<file path="src/rtl/fb_mem_initiator_if.sv">
`default_nettype none
// +----------------------------------------------------------------------+
// | Module   : fb_mem_initiator_if                                       |
// | Purpose  : Pixel stream and frame-buffer memory command signals of   |
// |            the frame-buffer memory initiator, bundled as one         |
// |            interface.                                                |
// | Revision : 1.0 - initial release                                     |
// +----------------------------------------------------------------------+
interface fb_mem_initiator_if #(
    parameter int DATA_WIDTH = 32,
    parameter int ADDR_WIDTH = 29
);
    // Pixel write stream
    logic                  wr_valid;
    logic [DATA_WIDTH-1:0] wr_pixel;
    logic                  wr_ready;

    // Pixel read requests and returned data
    logic                  rd_req;
    logic                  rd_ready;
    logic                  rd_valid;
    logic [DATA_WIDTH-1:0] rd_pixel;

    // End-of-frame markers
    logic                  wr_frame_done;
    logic                  rd_frame_done;

    // Memory command port (enables are active-low)
    logic [ADDR_WIDTH-1:0] mem_wr_addr;
    logic [ADDR_WIDTH-1:0] mem_rd_addr;
    logic [DATA_WIDTH-1:0] mem_wr_data;
    logic                  mem_wr_en;
    logic                  mem_rd_en;
    logic [DATA_WIDTH-1:0] mem_rd_data;

    // View of the initiator itself
    modport master (
        input  wr_valid, wr_pixel, rd_req, mem_rd_data,
        output wr_ready, rd_ready, rd_valid, rd_pixel,
               wr_frame_done, rd_frame_done,
               mem_wr_addr, mem_rd_addr, mem_wr_data, mem_wr_en, mem_rd_en
    );

    // View of the surrounding pipelines and memory
    modport slave (
        output wr_valid, wr_pixel, rd_req, mem_rd_data,
        input  wr_ready, rd_ready, rd_valid, rd_pixel,
               wr_frame_done, rd_frame_done,
               mem_wr_addr, mem_rd_addr, mem_wr_data, mem_wr_en, mem_rd_en
    );
endinterface
`default_nettype wire

</file>
<file path="src/rtl/fb_mem_initiator.sv">
`default_nettype none
// +----------------------------------------------------------------------+
// | Module   : fb_mem_initiator                                          |
// | Purpose  : Converts a pixel write stream and pixel read requests     |
// |            into held, active-low memory commands with wrapping       |
// |            frame pointers and alternating write/read arbitration.    |
// |            BASE_ADDR must be nonzero, FRAME_SIZE >= 2,               |
// |            CMD_CYCLES >= 3.                                          |
// | Revision : 1.0 - initial release                                     |
// +----------------------------------------------------------------------+
module fb_mem_initiator #(
    parameter int          DATA_WIDTH = 32,
    parameter int          ADDR_WIDTH = 29,
    parameter int unsigned BASE_ADDR  = 1,
    parameter int unsigned FRAME_SIZE = 307200,
    parameter int          CMD_CYCLES = 3
) (
    input  wire logic          clk,
    input  wire logic          reset,
    fb_mem_initiator_if.master bus
);

    typedef enum logic [2:0] {
        S_IDLE   = 3'd0,
        S_WR_CMD = 3'd1,
        S_RD_CMD = 3'd2,
        S_RD_CAP = 3'd3,
        S_GAP    = 3'd4
    } state_t;

    localparam logic c_grant_write = 1'b0;
    localparam logic c_grant_read  = 1'b1;

    localparam int                    c_cnt_w    = $clog2(CMD_CYCLES) + 1;
    localparam logic [c_cnt_w-1:0]    c_cnt_last = c_cnt_w'(CMD_CYCLES - 1);
    localparam logic [c_cnt_w-1:0]    c_cnt_one  = c_cnt_w'(1);
    localparam logic [ADDR_WIDTH-1:0] c_base     = ADDR_WIDTH'(BASE_ADDR);
    localparam logic [ADDR_WIDTH-1:0] c_last     = ADDR_WIDTH'(BASE_ADDR + FRAME_SIZE - 1);
    localparam logic [ADDR_WIDTH-1:0] c_addr_one = ADDR_WIDTH'(1);

    state_t                r_state;
    logic                  r_last_grant;
    logic [c_cnt_w-1:0]    r_cmd_cnt;
    logic [ADDR_WIDTH-1:0] r_wr_ptr;
    logic [ADDR_WIDTH-1:0] r_rd_ptr;
    logic [ADDR_WIDTH-1:0] r_mem_wr_addr;
    logic [ADDR_WIDTH-1:0] r_mem_rd_addr;
    logic [DATA_WIDTH-1:0] r_mem_wr_data;
    logic                  r_mem_wr_en;
    logic                  r_mem_rd_en;
    logic [DATA_WIDTH-1:0] r_rd_pixel;
    logic                  r_rd_valid;
    logic                  r_wr_frame_done;
    logic                  r_rd_frame_done;

    logic w_idle;
    logic w_wr_ready;
    logic w_rd_ready;
    logic w_wr_accept;
    logic w_rd_accept;

    // Alternating grant: a contended request goes to whichever side did not win last.
    // When both requests are present exactly one ready is high, so the accepts are exclusive.
    always_comb begin
        w_idle      = (r_state == S_IDLE);
        w_wr_ready  = w_idle && (!bus.rd_req   || (r_last_grant == c_grant_read));
        w_rd_ready  = w_idle && (!bus.wr_valid || (r_last_grant == c_grant_write));
        w_wr_accept = bus.wr_valid && w_wr_ready;
        w_rd_accept = bus.rd_req   && w_rd_ready;
    end

    // Command sequencer: issues one held command at a time and advances the frame pointers.
    always_ff @(posedge clk or posedge reset) begin
        if (reset) begin
            r_state         <= S_IDLE;
            r_last_grant    <= c_grant_read;
            r_cmd_cnt       <= '0;
            r_wr_ptr        <= c_base;
            r_rd_ptr        <= c_base;
            r_mem_wr_addr   <= c_base;
            r_mem_rd_addr   <= c_base;
            r_mem_wr_data   <= '0;
            r_mem_wr_en     <= 1'b1;
            r_mem_rd_en     <= 1'b1;
            r_rd_pixel      <= '0;
            r_rd_valid      <= 1'b0;
            r_wr_frame_done <= 1'b0;
            r_rd_frame_done <= 1'b0;
        end else begin
            // Pulses last a single cycle unless re-armed below.
            r_rd_valid      <= 1'b0;
            r_wr_frame_done <= 1'b0;
            r_rd_frame_done <= 1'b0;

            case (r_state)
                S_IDLE: begin
                    if (w_wr_accept) begin
                        r_mem_wr_data <= bus.wr_pixel;
                        r_mem_wr_addr <= r_wr_ptr;
                        r_mem_wr_en   <= 1'b0;
                        r_cmd_cnt     <= '0;
                        r_last_grant  <= c_grant_write;
                        r_state       <= S_WR_CMD;
                    end else if (w_rd_accept) begin
                        r_mem_rd_addr <= r_rd_ptr;
                        r_mem_rd_en   <= 1'b0;
                        r_cmd_cnt     <= '0;
                        r_last_grant  <= c_grant_read;
                        r_state       <= S_RD_CMD;
                    end
                end

                // Enable stays low for CMD_CYCLES cycles after the accepting edge.
                S_WR_CMD: begin
                    if (r_cmd_cnt == c_cnt_last) begin
                        r_mem_wr_en <= 1'b1;
                        r_state     <= S_GAP;
                        if (r_wr_ptr == c_last) begin
                            r_wr_ptr        <= c_base;
                            r_wr_frame_done <= 1'b1;
                        end else begin
                            r_wr_ptr <= r_wr_ptr + c_addr_one;
                        end
                    end else begin
                        r_cmd_cnt <= r_cmd_cnt + c_cnt_one;
                    end
                end

                // The read data is sampled on the last held edge, while the memory is
                // still driving it, so rd_pixel is valid in the same cycle as rd_valid.
                S_RD_CMD: begin
                    if (r_cmd_cnt == c_cnt_last) begin
                        r_mem_rd_en <= 1'b1;
                        r_rd_pixel  <= bus.mem_rd_data;
                        r_rd_valid  <= 1'b1;
                        r_state     <= S_RD_CAP;
                    end else begin
                        r_cmd_cnt <= r_cmd_cnt + c_cnt_one;
                    end
                end

                // Both enables are already high here, so this cycle doubles as the
                // memory's return-to-idle cycle and keeps the read turnaround at
                // CMD_CYCLES + 2.
                S_RD_CAP: begin
                    r_state <= S_IDLE;
                    if (r_rd_ptr == c_last) begin
                        r_rd_ptr        <= c_base;
                        r_rd_frame_done <= 1'b1;
                    end else begin
                        r_rd_ptr <= r_rd_ptr + c_addr_one;
                    end
                end

                S_GAP: begin
                    r_state <= S_IDLE;
                end

                default: begin
                    r_state     <= S_IDLE;
                    r_mem_wr_en <= 1'b1;
                    r_mem_rd_en <= 1'b1;
                end
            endcase
        end
    end

    assign bus.wr_ready      = w_wr_ready;
    assign bus.rd_ready      = w_rd_ready;
    assign bus.rd_valid      = r_rd_valid;
    assign bus.rd_pixel      = r_rd_pixel;
    assign bus.wr_frame_done = r_wr_frame_done;
    assign bus.rd_frame_done = r_rd_frame_done;
    assign bus.mem_wr_addr   = r_mem_wr_addr;
    assign bus.mem_rd_addr   = r_mem_rd_addr;
    assign bus.mem_wr_data   = r_mem_wr_data;
    assign bus.mem_wr_en     = r_mem_wr_en;
    assign bus.mem_rd_en     = r_mem_rd_en;

endmodule
`default_nettype wire
</file>
<file path="src/flat_wrapper.sv">
// flat-port wrapper written by rule: the top's interface ports become plain ports
module fb_mem_initiator_flat 
#(
    parameter int          DATA_WIDTH = 32,
    parameter int          ADDR_WIDTH = 29,
    parameter int unsigned BASE_ADDR  = 1,
    parameter int unsigned FRAME_SIZE = 307200,
    parameter int          CMD_CYCLES = 3
)
  (clk, reset, bus_wr_valid, bus_wr_pixel, bus_rd_req, bus_mem_rd_data, bus_wr_ready, bus_rd_ready, bus_rd_valid, bus_rd_pixel, bus_wr_frame_done, bus_rd_frame_done, bus_mem_wr_addr, bus_mem_rd_addr, bus_mem_wr_data, bus_mem_wr_en, bus_mem_rd_en);
  fb_mem_initiator_if #(.DATA_WIDTH(DATA_WIDTH), .ADDR_WIDTH(ADDR_WIDTH)) bus_i ();
  input  wire logic clk;
  input  wire logic reset;
  input wire logic [$bits(bus_i.wr_valid)-1:0] bus_wr_valid;
  input wire logic [$bits(bus_i.wr_pixel)-1:0] bus_wr_pixel;
  input wire logic [$bits(bus_i.rd_req)-1:0] bus_rd_req;
  input wire logic [$bits(bus_i.mem_rd_data)-1:0] bus_mem_rd_data;
  output wire logic [$bits(bus_i.wr_ready)-1:0] bus_wr_ready;
  output wire logic [$bits(bus_i.rd_ready)-1:0] bus_rd_ready;
  output wire logic [$bits(bus_i.rd_valid)-1:0] bus_rd_valid;
  output wire logic [$bits(bus_i.rd_pixel)-1:0] bus_rd_pixel;
  output wire logic [$bits(bus_i.wr_frame_done)-1:0] bus_wr_frame_done;
  output wire logic [$bits(bus_i.rd_frame_done)-1:0] bus_rd_frame_done;
  output wire logic [$bits(bus_i.mem_wr_addr)-1:0] bus_mem_wr_addr;
  output wire logic [$bits(bus_i.mem_rd_addr)-1:0] bus_mem_rd_addr;
  output wire logic [$bits(bus_i.mem_wr_data)-1:0] bus_mem_wr_data;
  output wire logic [$bits(bus_i.mem_wr_en)-1:0] bus_mem_wr_en;
  output wire logic [$bits(bus_i.mem_rd_en)-1:0] bus_mem_rd_en;
  assign bus_i.wr_valid = bus_wr_valid;
  assign bus_i.wr_pixel = bus_wr_pixel;
  assign bus_i.rd_req = bus_rd_req;
  assign bus_i.mem_rd_data = bus_mem_rd_data;
  assign bus_wr_ready = bus_i.wr_ready;
  assign bus_rd_ready = bus_i.rd_ready;
  assign bus_rd_valid = bus_i.rd_valid;
  assign bus_rd_pixel = bus_i.rd_pixel;
  assign bus_wr_frame_done = bus_i.wr_frame_done;
  assign bus_rd_frame_done = bus_i.rd_frame_done;
  assign bus_mem_wr_addr = bus_i.mem_wr_addr;
  assign bus_mem_rd_addr = bus_i.mem_rd_addr;
  assign bus_mem_wr_data = bus_i.mem_wr_data;
  assign bus_mem_wr_en = bus_i.mem_wr_en;
  assign bus_mem_rd_en = bus_i.mem_rd_en;
  fb_mem_initiator #(.DATA_WIDTH(DATA_WIDTH), .ADDR_WIDTH(ADDR_WIDTH), .BASE_ADDR(BASE_ADDR), .FRAME_SIZE(FRAME_SIZE), .CMD_CYCLES(CMD_CYCLES)) u_core (.clk(clk), .reset(reset), .bus(bus_i));
endmodule
</file>
<file path="config.mk">
export PLATFORM = sky130hd
export DESIGN_NAME = fb_mem_initiator_flat
export DESIGN_NICKNAME = d
export VERILOG_FILES = /design/src/rtl/fb_mem_initiator_if.sv /design/src/rtl/fb_mem_initiator.sv /design/src/flat_wrapper.sv
export SDC_FILE = /design/constraint.sdc
export NUM_CORES = 1
export LEC_CHECK = 0
export CAP_MARGIN = 20
export CORE_ASPECT_RATIO = 0.5
export CORE_UTILIZATION = 33
export CTS_CLUSTER_SIZE = 40
export DETAILED_ROUTE_END_ITERATION = 8
export SKIP_LAST_GASP = 1
export SLEW_MARGIN = 20
export SYNTH_ARGS = -nofsm -noshare
export SYNTH_HDL_FRONTEND = slang
export SYNTH_SLANG_ARGS = --single-unit
</file>
<file path="constraint.sdc">
create_clock -name clk -period 16.4 [get_ports clk]
set_input_delay 2.46 -clock clk [delete_from_list [all_inputs] [get_ports clk]]
set_output_delay 2.46 -clock clk [all_outputs]
set_load 0.01 [all_outputs]
</file>
==> Word-level counts from Yosys, hierarchy flattened <==
Index checks and enable logic that the tools add are counted.
{ "totals": {"output_inout_bits": 129, "inputBits": 68, "register_bits": 192} }
{ "classes": {"n_reduce_logical": 23, "addsub": 3, "bitwise_logic": 4, "eq_ne": 14, "mux": 26} }
{ "op_table": {"columns": ["operator", "n"], "rows": [
  ["adder 29 x 1 -> 29 bit, second input constant", 2],
  ["== test 29 x 19 -> 1 bit, second input constant", 2],
  ["two-way mux 29 bit", 2],
  ["two-way mux 3 bit", 7],
  ["two-way mux 1 bit", 13],
  ["AND reduction 3 bit", 4],
  ["== test 3 x 2 -> 1 bit, second input constant", 3],
  ["one-hot mux 3 bit (3 select lines)", 1],
  ["inequality test 2 bit, second input constant", 4],
  ["AND reduction 2 bit", 4],
  ["one-hot mux 1 bit (3 select lines)", 2],
  ["one-hot mux 3 bit (2 select lines)", 1],
  ["OR reduction 3 bit", 2],
  ["logical AND 1 bit", 4],
  ["inequality test 2 x 1 -> 1 bit, second input constant", 2],
  ["inverter 1 bit", 4],
  ["AND reduction 4 bit", 1],
  ["nonzero test 2 bit", 2],
  ["adder 3 x 1 -> 3 bit, second input constant", 1],
  ["== test 3 x 1 -> 1 bit, second input constant", 1],
  ["== test 3 bit, second input constant", 1],
  ["zero test 3 bit", 1],
  ["inequality test 3 bit, second input constant", 1],
  ["zero test 1 bit", 2],
  ["other kinds (2)", 3]
]} }

==> Logic depth before layout (Yosys ltp) <==
{ "logic_depth": {"word_depth": 7, "mapped_depth": 7, "depth_no_buf": 6} }

==> Worst setup path before layout <==
No wires, ideal clock.
{ "synth_timing": {"path_type": "in2out", "from": "input port bus_wr_valid", "to": "output port bus_rd_ready", "arrival_ps": 2713, "path_stages": 1, "required_ps": 13940, "slack_ps": 11227, "path_cell_list": "a21oi_1"} }
{ "synth_via": {"elab_chain_len": 3} }
{ "synth_lines": {"columns": ["item", "line_no", "text"], "rows": [
  ["start, declared", "flat_wrapper.sv:14", "input wire logic [$bits(bus_i.wr_valid)-1:0] bus_wr_valid;"],
  ["zero test 1 bit", "fb_mem_initiator.sv:67", "w_rd_ready = w_idle && (!bus.wr_valid || (r_last_grant == c_grant_write));"],
  ["logical OR 1 bit", "fb_mem_initiator.sv:67", null],
  ["logical AND 1 bit", "fb_mem_initiator.sv:67", null],
  ["end, declared", "flat_wrapper.sv:19", "output wire logic [$bits(bus_i.rd_ready)-1:0] bus_rd_ready;"]
]} }
No other way between the ends.

==> Worst setup path after layout <==
Same ends and word-level chain as after synthesis.

==> out/qor.yml <==
total_half_perimeter_wirelength_after_legalization_and_detailed_placement_mm: 12.5
min_hold_slack_ns: 0.476
nFillCells: 2136
endpoint_kind: "output port"
count_of_buffers_inserted_at_the_top_level_ports: 196
cts_inserted_buffers: 17
finalSetupTns_ns: 0
yosysWarningCount: 0
share_of_post_route_cells_with_drive_strength_above_1: 0.212
worstSkewPairLatency_ns: 0.44
antenna_left: 0
die_h_um: 112
power.share.switching: 0.289
std_cell_rows: 39
critical_path_peak_fanout: 3
grt_start_max_net_pins: 109
drtPass1Iterations: 4
drt-vias-per-instance: 4.81
grtUsageTotal: 0.151
maxSlewHeadroom: 0.348
drtIter0Drc: 236
cts_resized: 0
grt_overflow: 0
grt_setup_unrepaired: "false"
rr_endpoint: "u_core.r_rd_ptr[18]$_DFFE_PP0N_"
route.vias.total: 5412
reg2reg_depth: 4
synthToLayoutAreaGrowth_pct: 35.5
post-synth-top-area-cell: "sky130_fd_sc_hd__dfrtp_1"
timing_worst_setup_path_type: "input pin to output port"
synth_seq_cells: 192
top_layer_used: "met4"
layout_min_cycle_time_ns: 6.12
first_global_vias: 5549
setup.worst_path.start_class: "input pin"
fmax_mhz: 163
worstPathRequired_ns: 13.94
post-route-util: 0.466
met2_wire_length_mm: 9.07
leakagePower_uw: 0.00475
floorplan.io_pins: 197
setup_viol: 0
clock_skew_ns: 0.00954
yosysMostFrequentCell: "sky130_fd_sc_hd__dfrtp_1"
post-cts-setup-buffers: 0
synth_top_cells_by_area: "sky130_fd_sc_hd__dfrtp_1 (58%), sky130_fd_sc_hd__mux2_2 (17%), sky130_fd_sc_hd__xnor2_1 (3.1%)"
number_of_clock_sinks_seen_by_cts: 192
power_per_cell_area_nw_per_um2: 144
core_um2: 23300
clock_transition_at_path_regs_ns: 0.06
routedWlPerCell_um: 15.9
worst_r2r_startpoint: "u_core.r_state[0]$_DFFE_PP0P_"
synth_ff_type: "sky130_fd_sc_hd__dfrtp_1"
min-delay-start: "u_core.bus.mem_wr_en$_DFFE_PP1P_"
worstHoldPathType: "flip-flop to flip-flop"
grt_antenna_before_repair: 0
drc_errors: 0
hold_path_end: "u_core.bus.mem_wr_en$_DFFE_PP1P_"
cts_max_level: 4
p_sw_uw: 453
met3_wirelength_um: 398
final.period_utilization: 0.373
cell_internal_pwr_uw: 1120
grt_pass1_wl_mm: 29.8
hold_viol_final: 0
routed_wirelength_mm: 17.8
worst-endpoint-arrival_ns: 3.66
gpl.final_weighted_congestion: 0.765
synthTopCellsByCount: "sky130_fd_sc_hd__dfrtp_1 (185), sky130_fd_sc_hd__mux2_2 (120), sky130_fd_sc_hd__xnor2_1 (28)"
ys_async_sr_fraction: 1.00
max_ir_drop_vdd_v: 0.0000608
setup.reg_to_reg.worst_slack_ns: 13.79
floorplan.die_area_um2: 25000
synth_enable_flop_cells: 0
nets_in_the_synthesized_netlist: 686
final-max-slew-violation-count: 0
share_comb_of_total_power: 0.325
ys_types: 43
n_antenna_cell: 0
clock-root-buffer: "sky130_fd_sc_hd__clkbuf_16"
seq_power_share: 0.417
clockPowerShare: 0.257
synth_sequential_area_ratio: 0.600
cts_hold_buf: 0
nNetsFinal: 879
max_cap_viol_count: 0
worst_pin_slew_ns: 0.969
detail_route.wirelength.met1_mm: 8.03
synthesis.area_per_instance_um2: 13.1
netlist_instances: 612
start_util: 0.344
cts_tree: "yes"
worstHoldPathCells: 2
cts_buffer_depth: 2
synthesized_cell_area_um2: 8020
synth_top_cell_area_share: 0.577
die-width_um: 223
status: "completed"
cell families after synthesis:
logic type,share of synthesized area
xor+xnor,0.0535
buf+inv,0.0234
flops,0.600
mux,0.168
fa+ha+maj,0.00936
compound gates,0.0271
simple gates,0.118
routing by layer:
metal	vias to the layer above	GRT usage
li1	2559	-
met1	2775	0.194
met4	0	0.0634
met3	23	0.0277
met2	55	0.252
met5	-	0
registers in the layout (all words and copies together), names as in the netlist:
name,flops
u_core.bus.mem_wr_data,32
u_core.bus.rd_pixel,32
u_core.bus.mem_rd_addr,29
u_core.bus.mem_wr_addr,29
u_core.r_rd_ptr,29
u_core.r_wr_ptr,29
u_core.r_cmd_cnt,3
u_core.r_state,3
u_core.bus.mem_rd_en,1
u_core.bus.mem_wr_en,1
u_core.bus.rd_frame_done,1
u_core.bus.rd_valid,1
u_core.bus.wr_frame_done,1
u_core.r_last_grant,1
layout make-up:
| class | instances | area (um^2) | area share |
|---|---|---|---|
| Clock buffer | 20 | 447 | 0.0411 |
| Tap cell | 307 | 384 | 0.0353 |
| Inverter | 22 | 90.1 | 0.00829 |
| Clock inverter | 11 | 116 | 0.0107 |
| Sequential cell | 192 | 4810 | 0.443 |
| Timing Repair Buffer | 200 | 2000 | 0.184 |
| Multi-Input combinational cell | 372 | 3020 | 0.278 |
worst max-delay path, cell delays in order:
cell and delay [ns]:
sky130_fd_sc_hd__clkdlybuf4s50_1 0.44, sky130_fd_sc_hd__a21oi_1 0.19, sky130_fd_sc_hd__clkdlybuf4s50_1 0.57
per-stage QoR:
step / setup WS [ns] / cells / area [um^2] / total power [uW]
2_1_floorplan: 8.72 / 612 / 8020 / 914
3_3_place_gp: 10.29 / 1093 / 10300 / 1170
3_5_place_dp: 10.29 / 1093 / 10300 / 1180
4_1_cts: 10.29 / 1124 / 10900 / 1600
5_1_grt: 10.25 / 1124 / 10900 / 1650
6_report: 10.28 / 1124 / 10900 / 1570
worst max path at each step:
stage                             from                                endpoint  slack, ns
after global routing        bus_rd_req                            bus_wr_ready      10.25
after floorplan                  reset  u_core.bus.mem_rd_addr[10]$_DFFE_PP0P_       8.72
after global placement    bus_wr_valid                            bus_rd_ready      10.29
final                     bus_wr_valid                            bus_rd_ready      10.28
after CTS                 bus_wr_valid                            bus_rd_ready      10.29
after detailed placement  bus_wr_valid                            bus_rd_ready      10.29
power by group through the flow:
| stage | Clock [uW] | Combinational [uW] | Sequential (uW) |
|---|---|---|---|
| 2_1_floorplan | 0 | 221 | 693 |
| 3_3_place_gp | 0 | 512 | 659 |
| 3_5_place_dp | 0 | 520 | 664 |
| 4_1_cts | 418 | 522 | 655 |
| 5_1_grt | 434 | 548 | 670 |
| 6_report | 403 | 510 | 654 |
placed cells by master, fill, tap and decap left out, types with 3 or more instances in the layout:
| cell type | n |
|---|---|
| sky130_fd_sc_hd__nor4b_1 | 7 |
| sky130_fd_sc_hd__dfrtp_1 | 185 |
| sky130_fd_sc_hd__nand2_1 | 24 |
| sky130_fd_sc_hd__nor2_1 | 19 |
| sky130_fd_sc_hd__or3_1 | 3 |
| sky130_fd_sc_hd__ha_1 | 6 |
| sky130_fd_sc_hd__nand3_1 | 24 |
| sky130_fd_sc_hd__dfstp_2 | 7 |
| sky130_fd_sc_hd__clkinv_2 | 5 |
| sky130_fd_sc_hd__nor2b_1 | 4 |
| sky130_fd_sc_hd__clkdlybuf4s50_1 | 196 |
| sky130_fd_sc_hd__and3_1 | 5 |
| sky130_fd_sc_hd__nor3_1 | 9 |
| sky130_fd_sc_hd__or4_1 | 5 |
| sky130_fd_sc_hd__buf_4 | 3 |
| sky130_fd_sc_hd__nor3b_1 | 3 |
| sky130_fd_sc_hd__and4_1 | 7 |
| sky130_fd_sc_hd__xor2_1 | 21 |
| sky130_fd_sc_hd__nand4_1 | 15 |
| sky130_fd_sc_hd__clkbuf_16 | 17 |
| sky130_fd_sc_hd__o21ai_0 | 10 |
| sky130_fd_sc_hd__clkinvlp_4 | 3 |
| sky130_fd_sc_hd__nor4_1 | 16 |
| sky130_fd_sc_hd__mux2_2 | 120 |
| sky130_fd_sc_hd__a21oi_1 | 13 |
| sky130_fd_sc_hd__inv_1 | 21 |
| sky130_fd_sc_hd__nand4b_1 | 3 |
| sky130_fd_sc_hd__o31ai_1 | 5 |
| sky130_fd_sc_hd__xnor2_1 | 28 |
| sky130_fd_sc_hd__and2_1 | 5 |
(Power assumes the default switching activity.)
